<file path="src/rtl/writeback_regfile_pkg.sv">
// Shared encodings and sizes for the writeback stage and integer register file.
package writeback_regfile_pkg;

  localparam int XLEN      = 32;
  localparam int NREGS     = 32;
  localparam int INSTRET_W = 64;
  localparam int REG_W     = 5;

  localparam logic [REG_W-1:0] REG_ZERO = '0;

  typedef enum logic [1:0] {
    RES_ALU    = 2'b00,
    RES_LOAD   = 2'b01,
    RES_PC4    = 2'b10,
    RES_LAUIPC = 2'b11
  } result_src_e;

  typedef enum logic [2:0] {
    F3_LB  = 3'b000,
    F3_LH  = 3'b001,
    F3_LW  = 3'b010,
    F3_LBU = 3'b100,
    F3_LHU = 3'b101
  } load_f3_e;

endpackage

</file>
<file path="src/rtl/writeback_regfile_if.sv">
// W-stage latch contents, decode read ports and writeback observation signals.
interface writeback_regfile_if
  import writeback_regfile_pkg::*;
();

  logic                 ValidW;
  logic                 RegWriteW;
  logic [1:0]           ResultSrcW;
  logic [2:0]           Funct3W;
  logic [XLEN-1:0]      ALUResultW;
  logic [XLEN-1:0]      ReadDataW;
  logic [XLEN-1:0]      PCPlus4W;
  logic [XLEN-1:0]      lauipcW;
  logic [REG_W-1:0]     RdW;
  logic [REG_W-1:0]     Rs1D;
  logic [REG_W-1:0]     Rs2D;
  logic [XLEN-1:0]      RD1D;
  logic [XLEN-1:0]      RD2D;
  logic [XLEN-1:0]      ResultW;
  logic [INSTRET_W-1:0] InstretW;

  modport master (
    output ValidW, RegWriteW, ResultSrcW, Funct3W, ALUResultW, ReadDataW,
           PCPlus4W, lauipcW, RdW, Rs1D, Rs2D,
    input  RD1D, RD2D, ResultW, InstretW
  );

  modport slave (
    input  ValidW, RegWriteW, ResultSrcW, Funct3W, ALUResultW, ReadDataW,
           PCPlus4W, lauipcW, RdW, Rs1D, Rs2D,
    output RD1D, RD2D, ResultW, InstretW
  );

endinterface

</file>
<file path="src/rtl/writeback_regfile_load_formatter.sv">
// Extracts and extends the addressed byte/halfword of a loaded word.
module writeback_regfile_load_formatter
  import writeback_regfile_pkg::*;
(
  input  logic [XLEN-1:0] read_data,
  input  logic [1:0]      offset,
  input  logic [2:0]      funct3,
  output logic [XLEN-1:0] load_word
);

  logic [7:0]  sel_byte;
  logic [15:0] sel_half;

  always_comb begin
    sel_byte = read_data[7:0];
    case (offset)
      2'd1:    sel_byte = read_data[15:8];
      2'd2:    sel_byte = read_data[23:16];
      2'd3:    sel_byte = read_data[31:24];
      default: sel_byte = read_data[7:0];
    endcase
  end

  // Halfword select uses offset[1] only; an odd address is not trapped here.
  assign sel_half = offset[1] ? read_data[31:16] : read_data[15:0];

  always_comb begin
    load_word = read_data;
    case (funct3)
      F3_LB:   load_word = {{(XLEN-8){sel_byte[7]}}, sel_byte};
      F3_LH:   load_word = {{(XLEN-16){sel_half[15]}}, sel_half};
      F3_LBU:  load_word = {{(XLEN-8){1'b0}}, sel_byte};
      F3_LHU:  load_word = {{(XLEN-16){1'b0}}, sel_half};
      default: load_word = read_data;
    endcase
  end

endmodule

</file>
<file path="src/rtl/writeback_regfile.sv">
// Writeback result select, integer register file with same-cycle bypass,
// and retired-instruction counter.
module writeback_regfile
  import writeback_regfile_pkg::*;
(
  input  logic               clk,
  input  logic               rst_n,
  writeback_regfile_if.slave bus
);

  logic [XLEN-1:0]      regs [NREGS];
  logic [XLEN-1:0]      load_word;
  logic [XLEN-1:0]      result;
  logic                 wr_en;
  logic [INSTRET_W-1:0] instret;

  writeback_regfile_load_formatter u_load_formatter (
    .read_data (bus.ReadDataW),
    .offset    (bus.ALUResultW[1:0]),
    .funct3    (bus.Funct3W),
    .load_word (load_word)
  );

  always_comb begin
    result = bus.ALUResultW;
    case (bus.ResultSrcW)
      RES_LOAD:   result = load_word;
      RES_PC4:    result = bus.PCPlus4W;
      RES_LAUIPC: result = bus.lauipcW;
      default:    result = bus.ALUResultW;
    endcase
  end

  // Bubbles carry stale RegWriteW, so ValidW gates both the write and the bypass.
  assign wr_en = bus.ValidW && bus.RegWriteW && (bus.RdW != REG_ZERO);

  always_ff @(posedge clk or negedge rst_n) begin
    if (!rst_n) begin
      for (int i = 0; i < NREGS; i++) regs[i] <= '0;
    end else if (wr_en) begin
      regs[bus.RdW] <= result;
    end
  end

  always_ff @(posedge clk or negedge rst_n) begin
    if (!rst_n)          instret <= '0;
    else if (bus.ValidW) instret <= instret + 1'b1;
  end

  always_comb begin
    bus.RD1D = regs[bus.Rs1D];
    if (bus.Rs1D == REG_ZERO)                bus.RD1D = '0;
    else if (wr_en && (bus.Rs1D == bus.RdW)) bus.RD1D = result;
  end

  always_comb begin
    bus.RD2D = regs[bus.Rs2D];
    if (bus.Rs2D == REG_ZERO)                bus.RD2D = '0;
    else if (wr_en && (bus.Rs2D == bus.RdW)) bus.RD2D = result;
  end

  assign bus.ResultW  = result;
  assign bus.InstretW = instret;

endmodule

</file>
<file path="src/flat_wrapper.sv">
// flat-port wrapper written by rule: the top's interface ports become plain ports
module writeback_regfile_flat import writeback_regfile_pkg::*;
  (clk, rst_n, bus_ValidW, bus_RegWriteW, bus_ResultSrcW, bus_Funct3W, bus_ALUResultW, bus_ReadDataW, bus_PCPlus4W, bus_lauipcW, bus_RdW, bus_Rs1D, bus_Rs2D, bus_RD1D, bus_RD2D, bus_ResultW, bus_InstretW);
  writeback_regfile_if bus_i ();
  input  logic clk;
  input  logic rst_n;
  input wire logic [$bits(bus_i.ValidW)-1:0] bus_ValidW;
  input wire logic [$bits(bus_i.RegWriteW)-1:0] bus_RegWriteW;
  input wire logic [$bits(bus_i.ResultSrcW)-1:0] bus_ResultSrcW;
  input wire logic [$bits(bus_i.Funct3W)-1:0] bus_Funct3W;
  input wire logic [$bits(bus_i.ALUResultW)-1:0] bus_ALUResultW;
  input wire logic [$bits(bus_i.ReadDataW)-1:0] bus_ReadDataW;
  input wire logic [$bits(bus_i.PCPlus4W)-1:0] bus_PCPlus4W;
  input wire logic [$bits(bus_i.lauipcW)-1:0] bus_lauipcW;
  input wire logic [$bits(bus_i.RdW)-1:0] bus_RdW;
  input wire logic [$bits(bus_i.Rs1D)-1:0] bus_Rs1D;
  input wire logic [$bits(bus_i.Rs2D)-1:0] bus_Rs2D;
  output wire logic [$bits(bus_i.RD1D)-1:0] bus_RD1D;
  output wire logic [$bits(bus_i.RD2D)-1:0] bus_RD2D;
  output wire logic [$bits(bus_i.ResultW)-1:0] bus_ResultW;
  output wire logic [$bits(bus_i.InstretW)-1:0] bus_InstretW;
  assign bus_i.ValidW = bus_ValidW;
  assign bus_i.RegWriteW = bus_RegWriteW;
  assign bus_i.ResultSrcW = bus_ResultSrcW;
  assign bus_i.Funct3W = bus_Funct3W;
  assign bus_i.ALUResultW = bus_ALUResultW;
  assign bus_i.ReadDataW = bus_ReadDataW;
  assign bus_i.PCPlus4W = bus_PCPlus4W;
  assign bus_i.lauipcW = bus_lauipcW;
  assign bus_i.RdW = bus_RdW;
  assign bus_i.Rs1D = bus_Rs1D;
  assign bus_i.Rs2D = bus_Rs2D;
  assign bus_RD1D = bus_i.RD1D;
  assign bus_RD2D = bus_i.RD2D;
  assign bus_ResultW = bus_i.ResultW;
  assign bus_InstretW = bus_i.InstretW;
  writeback_regfile u_core (.clk(clk), .rst_n(rst_n), .bus(bus_i));
endmodule
</file>
<file path="config.mk">
export PLATFORM = sky130hd
export DESIGN_NAME = writeback_regfile_flat
export DESIGN_NICKNAME = d
export VERILOG_FILES = /design/src/rtl/writeback_regfile_pkg.sv /design/src/rtl/writeback_regfile_if.sv /design/src/rtl/writeback_regfile_load_formatter.sv /design/src/rtl/writeback_regfile.sv /design/src/flat_wrapper.sv
export SDC_FILE = /design/constraint.sdc
export NUM_CORES = 2
export LEC_CHECK = 0
export BUFFER_PORTS_ARGS = -buffer_cell sky130_fd_sc_hd__clkbuf_2
export CAP_MARGIN = 20
export CORE_AREA = 2 2 308 310
export DETAILED_ROUTE_END_ITERATION = 8
export DIE_AREA = 0 0 310 312
export GPL_ROUTABILITY_DRIVEN = 0
export GPL_TIMING_DRIVEN = 1
export PLACE_DENSITY = 0.92
export SLEW_MARGIN = 40
export SYNTH_ARGS = -nofsm -noshare
export SYNTH_HDL_FRONTEND = slang
export SYNTH_SLANG_ARGS = --single-unit
</file>
<file path="constraint.sdc">
create_clock -name clk -period 3.5 [get_ports clk]
set_clock_uncertainty 0.2 [all_clocks]
set_input_delay 0.7 -clock clk [delete_from_list [all_inputs] [get_ports clk]]
set_output_delay 0.7 -clock clk [all_outputs]
set_load 0.02 [all_outputs]
</file>
==> results of run 1 <==
[through the flow]
step / util [%] / instance area [sq um]
floorplan: - / 57500
global placement: 69.08 / 64280
detailed placement: 69.08 / 64280
CTS: 78.29 / 72850
[routing by layer]
| layer | GRT overflow | GRT usage [%] |
|---|---|---|
| met2 | 434 | 83.74 |
| met3 | 119 | 71.40 |
| met4 | 347 | 73.70 |
| met5 | 20 | 55.12 |
| met1 | 91 | 73.94 |
[kinds of logic after synthesis]
family	share of synthesized area, %
buffers and inverters	4.380
and+or+nand+nor	10.83
AOI/OAI and AO/OA	13.82
xor gates and xnor gates	1.114
muxes	22.41
adders and majority gates	0.02179
DFF	47.42
[Yosys cell counts, types with 20 or more instances]
library cell / n / share of area [%]
a22oi_1: 52 / 0.68
xor2_1: 32 / 0.49
dfrtp_1: 1088 / 47
clkbuf_1: 395 / 2.6
nor4_1: 20 / 0.22
nor3_1: 80 / 0.70
buf_1: 20 / 0.13
nor2_1: 89 / 0.58
o22ai_1: 98 / 1.1
o21ai_0: 1002 / 8.7
inv_1: 49 / 0.32
a21oi_1: 51 / 0.44
mux2_2: 47 / 0.92
nand2b_1: 20 / 0.22
buf_2: 122 / 1.1
xnor2_1: 41 / 0.63
mux2i_1: 164 / 2.9
nand3_1: 35 / 0.31
mux4_2: 475 / 19
a211oi_1: 83 / 1.1
nor2b_1: 24 / 0.26
and3_1: 21 / 0.23
nand2_1: 1117 / 7.3
nand4_1: 20 / 0.22
[timing repair]
action | 4_1_cts
gates cloned | 32
endpoints found under the setup margin | 67
endpoints found under the hold margin | 34
hold buffers | 1
pin swaps | 159
buffers inserted | 134
resized for setup | 571
==> impl_metrics.ini, run 1 <==
[synthesis]
yosysUniqueCellTypes = 67
async_flop_share_pct = 100.0
synth_cells = 5339
avgSynthCellArea_sq_um = 10.75
synth-main-ff-cell = dfrtp_1
seq_area_frac_synth_pct = 47.42
syn_nets = 5492
synth_edf_count = 0
synth_warnings = 0
synth_area_sq_um = 57410
synth-seq-cells = 1088

[grt]
grtUsageTotal_pct = 75.68
grt_pass1_wl_um = 533700
first_global_vias = 73158
overflow = 1011
grt_max_degree = 110

[clocking]
root_buffer = clkbuf_16
cts_buffers = 108
htreeDepth = 3
cts_sinks = 1088
clockBufferDepth = 3

[outcome]
failing_step = global routing (5_1_grt)
error = [ERROR GRT-0116] Global routing finished with congestion. Check the congestion regions in the DRC Viewer.
status = stopped before the end

[floorplan]
die_h_um = 312
io_pins = 312
die-width_um = 310
rows = 112
initial_utilization_pct = 61.70

[placed_design]
place_inst = 6921
io_buffer_count = 311
pre_cts_ws_ns = -0.7185
hpwlAfterDp_um = 143800
==> run 2: changes to the inputs <==
Settings changed: CORE_AREA 2 2 308 310 to 2 2 382 384, DIE_AREA 0 0 310 312 to 0 0 384 386, PLACE_DENSITY 0.92 to not set, PLACE_DENSITY_LB_ADDON set to 0.15.
==> impl_metrics.ini, run 2 <==
[outcome]
status = finished, violations left
violations = negative setup slack

[final_layout]
drive_gt1_share_pct = 38.02
fin_cells = 8142
fin_nets = 6274
layout_common_cells = dfrtp_1 (1,088), nand2_1 (1,070), o21ai_0 (998), buf_4 (585), mux4_2 (475)
largest_register_ffs = 1024
largest-register = u_core.regs
area_growth_pct = 34.25
layout.cells.most_common = dfrtp_1

[synthesis]
synth_most_common_cell = nand2_1
async_flop_share_pct = 100.0
avgSynthCellArea_sq_um = 10.75
netlist.area_leader.share_pct = 47.42
seq_area_frac_synth_pct = 47.42
synth_cells = 5339
synth_edf_count = 0
synth-main-ff-cell = dfrtp_1
synthTopCellsByCount = nand2_1 (1,117), dfrtp_1 (1,088), o21ai_0 (1,002)
synth_area_sq_um = 57410
synth_warnings = 0
syn_nets = 5492
yosys.area.top_type = dfrtp_1
synth-seq-cells = 1088
yosysUniqueCellTypes = 67
netlist_top_cells_area = dfrtp_1 (47%), mux4_2 (19%), o21ai_0 (8.7%), nand2_1 (7.3%), mux2i_1 (2.9%)

[worst_setup_path]
critPathMaxStageDelay_ns = 0.43
r2r_end = u_core.bus.InstretW[55]
cp_cell_sequence = buf_16 > buf_16 > buf_16 > buf_8 > buf_4 > mux2i_1 > a2111oi_0 > buf_4 > o211ai_1 > o211ai_1 > buf_4
ff2ff_path_depth = 5
crit_type = input port to primary output
crit_path_top_delay_cell = a2111oi_0
crit_cells = 11
worstReg2RegStart = u_core.bus.InstretW[23]
cp-end-kind = primary output
worstPathRequired_ns = 2.60
r2r_slack_ns = 1.16
crit_buf_inv = 7
start_kind = input port
endpoint = bus_RD1D[30]
critical_path.top_delay_family = buffers and inverters
cp.arrival_ns = 2.92
cp_max_fo = 5
crit_start = bus_Rs1D[0]

[grt]
grtUsageTotal_pct = 31.14
antenna_found_initial = 5
overflow = 0
grt_pass1_wl_um = 336700
first_global_vias = 47968
grt_max_degree = 94

[placed_design]
io_buffer_count = 311
place_inst = 7673
pre_cts_ws_ns = -0.7994
hpwlAfterDp_um = 151900

[clocking]
cts_tree = yes
root_buffer = clkbuf_16
cts_buffers = 120
clk_latency_ns = 0.76
htreeDepth = 3
clk_pin_slew_ns = 0.06
clockBufferDepth = 3
cts_sinks = 1088

[floorplan]
core_sq_um = 144500
io_pins = 312
die_h_um = 386
rows = 140
initial_utilization_pct = 39.73
die_area_sq_um = 148200
die-width_um = 384

[sta]
layout_setup_ws_ns = -0.3247
fmax_mhz = 261.5
rsz0062_at_grt = yes
fin_crit_sh_pct = 109.3
drv_slew = 0
max_slew_margin_pct = 43.88
hold_slack_ns = 0.1952
finalSetupViolations = 64
tns_ns = -9.074
finalHoldViolations = 0
tightest_slew_ns = 0.8418
min_period_ns = 3.825

[routing]
drt-initial-drc-count = 4757
drt_first_pass_iters = 6
drt-total-wl_um = 235100
ant_nets = 0
wl_per_cell_um = 28.88
drcViolationCount = 0
via_count = 48678
via_per_inst = 5.979

[job]
drv_cap = 0

[power]
p_total_w = 0.03761
cellLeakagePower_nw = 33.98
p_per_area_nw_per_um2 = 487.9
ir_drop_mv = 0.5493

[worst_hold_path]
whs_path_depth = 0
hp-class = flip-flop to flip-flop
==> run 2: metal layers <==
metal  share of wire [%]  up-vias  track usage, %  routed length, um
met5               0.023        -               0                 54
met4                 4.9        8           13.14              11500
met3                 8.2      550           6.428              19240
met2                  46     2199           49.36             109200
met1                  40    24923           41.63              95190
li1                    -    20998               -                  -
==> run 2: worst min path at each step <==
stage | start | to
2_1_floorplan | rst_n | u_core.bus.InstretW[0]
3_3_place_gp | u_core.regs[1001] | u_core.regs[1001]
3_5_place_dp | u_core.regs[1010] | u_core.regs[1010]
4_1_cts | u_core.regs[998] | u_core.regs[998]
5_1_grt | u_core.regs[1001] | u_core.regs[1001]
6_report | u_core.regs[1002] | u_core.regs[1002]
==> run 2: what timing repair did <==
action                     4_1_cts  5_1_grt
setup buffers                  122      145
hold endpoints to repair        20        0
setup endpoints to repair       69       74
pin swaps                      147      145
cloned                          19       13
hold buffers                     1        0
resized for setup              516      332
==> run 2: per-stage QoR <==
| stage | area, sq um | utilization (%) |
|---|---|---|
| after floorplan | 57500 | - |
| after global placement | 66440 | 45.98 |
| after detailed placement | 66460 | 45.99 |
| after CTS | 74520 | 51.57 |
| after global routing | 77070 | 53.33 |
| final | 77080 | 53.34 |
==> run 2: area by class of cell <==
type                       instances  area, sq um
tap                             1917         2399
timing repair buffer            1216        12710
inverter                          51        200.2
sequential                      1088        27230
fill                           12691        67430
clock buffer                     166         3457
clock inverter                    56        575.6
antenna                            4        10.01
multi-input combinational       3644        30500
==> run 2: power breakdown <==
| group | switching, W | internal [W] | total, W | leakage [nW] |
|---|---|---|---|---|
| logic | 0.00444 | 0.00437 | 0.00881 | 17.4 |
| registers | 0.00139 | 0.0143 | 0.0157 | 14.5 |
| clock network | 0.00557 | 0.00754 | 0.0131 | 2.02 |
==> run 2: cell families (layout without fill, tap and decap cells) <==
family | after synthesis | after routing | synth area share, %
simple gates | 1486 | 1486 | 10.83
fa+ha+maj | 1 | 1 | 0.02179
compound gates | 1397 | 1398 | 13.82
mux | 686 | 686 | 22.41
flops | 1088 | 1088 | 47.42
buf+inv | 608 | 1489 | 4.380
xor+xnor | 73 | 73 | 1.114
other cells | 0 | 4 | 0
Power figures use the tool's default switching activity.
